===== src/rtl/row_pp_pkg.sv =====
// Shared types and default sizes for the row ping-pong register file.
package row_pp_pkg;

    localparam int unsigned DefaultDataW    = 64;
    localparam int unsigned DefaultRowWords = 4;

    typedef enum logic [1:0] {
        StIdle,
        StStream,
        StHold
    } rd_state_e;

endpackage


===== src/rtl/row_bank.sv =====
// One row bank: synchronous write port, asynchronous read mux, cleared on reset.
module row_bank
    import row_pp_pkg::*;
#(
    parameter int unsigned DATA_W    = DefaultDataW,
    parameter int unsigned ROW_WORDS = DefaultRowWords,
    parameter int unsigned ADDR_W    = $clog2(ROW_WORDS)
) (
    input  logic              clk,
    input  logic              rst,
    input  logic              we_i,
    input  logic [ADDR_W-1:0] waddr_i,
    input  logic [DATA_W-1:0] wdata_i,
    input  logic [ADDR_W-1:0] raddr_i,
    output logic [DATA_W-1:0] rdata_o
);

    logic [DATA_W-1:0] mem_q [ROW_WORDS];

    always_ff @(posedge clk or posedge rst) begin
        if (rst) begin
            for (int unsigned i = 0; i < ROW_WORDS; i++) begin
                mem_q[i] <= '0;
            end
        end else if (we_i) begin
            mem_q[waddr_i] <= wdata_i;
        end
    end

    assign rdata_o = mem_q[raddr_i];

endmodule


===== src/rtl/row_pingpong_rf.sv =====
// Two-bank row buffer: fill side writes one bank while the read FSM streams the other.
// Optional drop counter built only when ROW_PP_DROP_CNT_EN is defined.
module row_pingpong_rf
    import row_pp_pkg::*;
#(
    parameter int unsigned DATA_W    = DefaultDataW,
    parameter int unsigned ROW_WORDS = DefaultRowWords,
    parameter int unsigned ADDR_W    = $clog2(ROW_WORDS)
) (
    input  logic              clk,
    input  logic              rst,
    input  logic              wr_en,
    input  logic [ADDR_W-1:0] wr_addr,
    input  logic [DATA_W-1:0] wr_data,
    input  logic              wr_commit,
    output logic              wr_ready,
    input  logic              rd_en,
    output logic [DATA_W-1:0] row_out,
    output logic              row_valid,
    input  logic              row_done,
    output logic [1:0]        bank_full,
    output logic [15:0]       drop_cnt
);

    rd_state_e         state_q, state_d;
    logic              wptr_q, wptr_d;
    logic              rptr_q, rptr_d;
    logic [1:0]        bank_full_q, bank_full_d;
    logic [ADDR_W-1:0] rd_idx_q, rd_idx_d;
    logic [DATA_W-1:0] row_out_q, row_out_d;
    logic              row_valid_q;
    logic              wr_acc, commit_acc, rd_fire, release_row;
    logic [1:0]        bank_we;
    logic [DATA_W-1:0] bank_rdata [2];

    assign wr_ready   = ~bank_full_q[wptr_q];
    assign wr_acc     = wr_en & wr_ready;
    assign commit_acc = wr_commit & wr_ready;

    for (genvar b = 0; b < 2; b++) begin : g_bank
        assign bank_we[b] = wr_acc & (wptr_q == 1'(b));

        row_bank #(
            .DATA_W    (DATA_W),
            .ROW_WORDS (ROW_WORDS),
            .ADDR_W    (ADDR_W)
        ) u_bank (
            .clk     (clk),
            .rst     (rst),
            .we_i    (bank_we[b]),
            .waddr_i (wr_addr),
            .wdata_i (wr_data),
            .raddr_i (rd_idx_q),
            .rdata_o (bank_rdata[b])
        );
    end

    always_comb begin
        state_d     = state_q;
        rd_idx_d    = rd_idx_q;
        rptr_d      = rptr_q;
        rd_fire     = 1'b0;
        release_row = 1'b0;
        unique case (state_q)
            StIdle: begin
                if (bank_full_q[rptr_q]) state_d = StStream;
            end
            StStream: begin
                if (rd_en) begin
                    rd_fire = 1'b1;
                    if (rd_idx_q == ADDR_W'(ROW_WORDS - 1)) begin
                        rd_idx_d = '0;
                        state_d  = StHold;
                    end else begin
                        rd_idx_d = rd_idx_q + 1'b1;
                    end
                end
            end
            StHold: begin
                if (row_done) begin
                    release_row = 1'b1;
                    rptr_d      = ~rptr_q;
                    state_d     = StIdle;
                end
            end
            default: state_d = StIdle;
        endcase
    end

    // Release and commit never target the same bit: a commit needs an empty bank,
    // a release only happens on a full one.
    always_comb begin
        bank_full_d = bank_full_q;
        if (release_row) bank_full_d[rptr_q] = 1'b0;
        if (commit_acc) bank_full_d[wptr_q] = 1'b1;
    end

    assign wptr_d    = commit_acc ? ~wptr_q : wptr_q;
    assign row_out_d = rd_fire ? bank_rdata[rptr_q] : row_out_q;

    always_ff @(posedge clk or posedge rst) begin
        if (rst) begin
            state_q     <= StIdle;
            wptr_q      <= 1'b0;
            rptr_q      <= 1'b0;
            bank_full_q <= 2'b00;
            rd_idx_q    <= '0;
            row_out_q   <= '0;
            row_valid_q <= 1'b0;
        end else begin
            state_q     <= state_d;
            wptr_q      <= wptr_d;
            rptr_q      <= rptr_d;
            bank_full_q <= bank_full_d;
            rd_idx_q    <= rd_idx_d;
            row_out_q   <= row_out_d;
            row_valid_q <= rd_fire;
        end
    end

    assign row_out   = row_out_q;
    assign row_valid = row_valid_q;
    assign bank_full = bank_full_q;

`ifdef ROW_PP_DROP_CNT_EN
    logic [15:0] drop_cnt_q, drop_cnt_d;
    logic        drop_evt;

    assign drop_evt = (wr_en | wr_commit) & ~wr_ready;

    always_comb begin
        drop_cnt_d = drop_cnt_q;
        if (drop_evt && drop_cnt_q != 16'hFFFF) drop_cnt_d = drop_cnt_q + 16'd1;
    end

    always_ff @(posedge clk or posedge rst) begin
        if (rst) drop_cnt_q <= 16'h0000;
        else     drop_cnt_q <= drop_cnt_d;
    end

    assign drop_cnt = drop_cnt_q;
`else
    assign drop_cnt = 16'h0000;
`endif

endmodule


===== config.mk =====
export PLATFORM = sky130hd
export DESIGN_NAME = row_pingpong_rf
export DESIGN_NICKNAME = d
export VERILOG_FILES = /design/src/rtl/row_pp_pkg.sv /design/src/rtl/row_bank.sv /design/src/rtl/row_pingpong_rf.sv
export SDC_FILE = /design/constraint.sdc
export NUM_CORES = 1
export LEC_CHECK = 0
export BUFFER_PORTS_ARGS = -buffer_cell sky130_fd_sc_hd__buf_2
export CAP_MARGIN = 20
export CORE_UTILIZATION = 55
export CTS_CLUSTER_SIZE = 25
export DETAILED_ROUTE_END_ITERATION = 10
export MAX_ROUTING_LAYER = met4
export PLACE_DENSITY_LB_ADDON = 0.2
export SLEW_MARGIN = 15
export SYNTH_ARGS = -nofsm -noshare
export SYNTH_HDL_FRONTEND = slang
export SYNTH_SLANG_ARGS = --single-unit

===== constraint.sdc =====
create_clock -name clk -period 37.3 [get_ports clk]
set_input_delay 5.595 -clock clk [delete_from_list [all_inputs] [get_ports clk]]
set_output_delay 5.595 -clock clk [all_outputs]
set_load 0.05 [all_outputs]

==> results.toml <==
[timing]
period_needed_ps = 8770
rsz0062_at_grt = "false"
hold_violations = 0
worstMarginPinSlew_ps = 1130
fin_skew_ps = 7.19
max_freq_mhz = 114
period_share_pct = 23.5
relSlewSlack_pct = 24.5
report.final.slew_viol_count = 0
fin_ws_ps = 28530
tns_ps = 0
setup_viol = 0

[clock_network]
clockBufferDepth = 3
cts.sinks = 585
cts_resized = 0
cts.reportedPaths.clkPinSlew_ps = 60
holdBufCountCts = 0
clock_latency_ps = 620
cts_setup_buffers = 0
numCtsBuffers = 61
root_buffer = "clkbuf_16"
cts_tree = "yes"
cts_max_level = 2

[layout]
drive_above_1_share_pct = 43.5
areaGrowthSynthToFinish_pct = 10.7
nNetsFinal = 1970

[die]
die_area_sq_mm = 0.0493
die_h_um = 222
core_sq_mm = 0.0477
start_util_pct = 55.7
fp-row-count = 80
ios = 156
die_x_um = 222

[global_route]
grt_pass1_vias = 16100
grt.busiest_layer = "met2"
grt_pass1_wl_um = 93000
grt_max_degree = 187
grt_use_met1_pct = 34.9
track_usage_pct = 24.8
use_met3_pct = 3.80
gr-total-overflow = 0
grt_antenna_before_repair = 6
grtUsageMet2_pct = 37.1

[power_and_ir_drop]
p_total_w = 0.00242
irDropWorstVdd_mv = 0.0509
leakage_nw = 14.7
p_per_area_mw_per_mm2 = 82.0

[yosys]
avgSynthCellArea_sq_um = 14.9
netlist_instances = 1792
synth_commonest_cells = "dfrtp_1, mux2_2, mux2i_1"
synth_edf_count = 0
async_flop_share_pct = 100
yosysUniqueCellTypes = 36
mappedNetlistArea_sq_mm = 0.0266
yosysTopAreaCell = "dfrtp_1"
yosysSeqAreaShare_pct = 55.0
yosysWarnings = 0
ys_ff_latch = 585
synth_most_common_cell = "dfrtp_1"
yosys-top-cells-area = "dfrtp_1, mux2_2, mux2_4"
synth_top_area_share_pct = 55.0
synth_top_flop_cell = "dfrtp_1"

[routing]
wirelength_um = 57600
vias_per_cell = 5.89
wl_per_cell_um = 22.4
drt_iter0_drc = 892
drt-pass1-iter-count = 5
drc_errors = 0
ant_nets = 0
route.vias.total = 15100

[run_status]
status = "finished clean"

[worst_hold_path]
hold_path.class = "register to register"

[placed_design]
pre_cts_slack_ps = 27100
gp_congestion = 0.716
dpl.hpwl_um = 30600
port_buffers = 139

[worst_setup_path]
path_class = "primary input to async pin"
cp.arrival_ps = 9540
crit_fanout = 186
crit_required_ps = 38080
worstSetupEndpointType = "async pin"
worst_setup_path_start_kind = "primary input"

[job]
maxCapViolations = 0
-- state kept, by name, indices dropped and copies added, names as in the netlist --
name / count
rd_idx_q: 2
wptr_q: 1
row_valid: 1
bank_full: 2
g_bank.u_bank.mem_q: 512
state_q: 2
rptr_q: 1
row_out: 64
-- through the flow --
step	utilization, %	hold WS (ps)	instance area, sq um	std cells
2_1_floorplan	-	452	26700	1807
3_3_place_gp	57.3	462	27300	2447
3_5_place_dp	57.3	467	27300	2447
4_1_cts	61.6	480	29400	2561
5_1_grt	61.7	498	29500	2569
6_report	61.7	474	29500	2569
-- critical path, stage by stage --
cell and delay (ps):
buf_2 130, inv_8 470, buf_4 430, buf_16 310, buf_12 670, buf_4 850
buf_4 450, buf_16 310
-- layout by cell type, fill, tap and decap left out, types with 3 or more instances in the layout --
master     count
dfrtp_1      584
mux2_2       442
buf_2        139
mux2i_1      129
mux2_4       120
mux2_1        79
nand2_1       66
o22ai_1       65
a22o_1        64
o31ai_1       64
clkbuf_16     63
buf_4         25
clkbuf_8      20
clkinv_2      17
conb_1        16
clkbuf_1      10
diode_2        6
nand3b_1       4
o21ai_0        4
nor2_1         3
-- path summary, 6_finish.rpt --
path                                                to  slack, ps        start  depth (start not counted)
hold / removal                             row_out[36]        470  row_out[36]                          2
setup / recovery           g_bank[0].u_bank.mem_q[174]      28530          rst                          8
hold reg to reg                            row_out[36]        470  row_out[36]                          2
setup reg to reg                           row_out[33]      33890  rd_idx_q[0]                          5
max in group clk            g_bank[1].u_bank.mem_q[12]      29860        wr_en                          5
min in group asynchronous  g_bank[1].u_bank.mem_q[249]       5090          rst                          2
-- final cells by class --
type,count,area [sq um]
clock inverters,21,163
flip-flops and latches,585,14600
well taps,615,769
multi-input cells,1079,11000
inverters,3,18.8
fillers,3694,18300
clock buffers,93,1890
repair buffers,167,958
diodes,6,15.0
-- power breakdown --
| group | switching, W | internal [W] | total [W] |
|---|---|---|---|
| sequential | 0.000125 | 0.000854 | 0.000978 |
| combinational | 0.000432 | 0.000397 | 0.000829 |
| clock | 0.000249 | 0.000361 | 0.000610 |
-- metal layers --
| metal | up-vias | wire [um] |
|---|---|---|
| li1 | 6793 | - |
| met1 | 8001 | 27500 |
| met2 | 251 | 26600 |
| met3 | 85 | 2230 |
| met4 | 0 | 1250 |
| met5 | - | 0 |
-- logic make-up (layout without fill, tap and decap cells) --
group	after synthesis	after routing	synth area share, %
buf+inv	143	284	4.04
mux	770	770	33.7
fa+ha+maj	1	1	0.0470
compound gates	201	201	5.62
other cells	1	22	0.0141
flops	585	585	55.0
xor+xnor	1	1	0.0329
simple gates	90	90	1.57
Power figures use the tool's default switching activity.
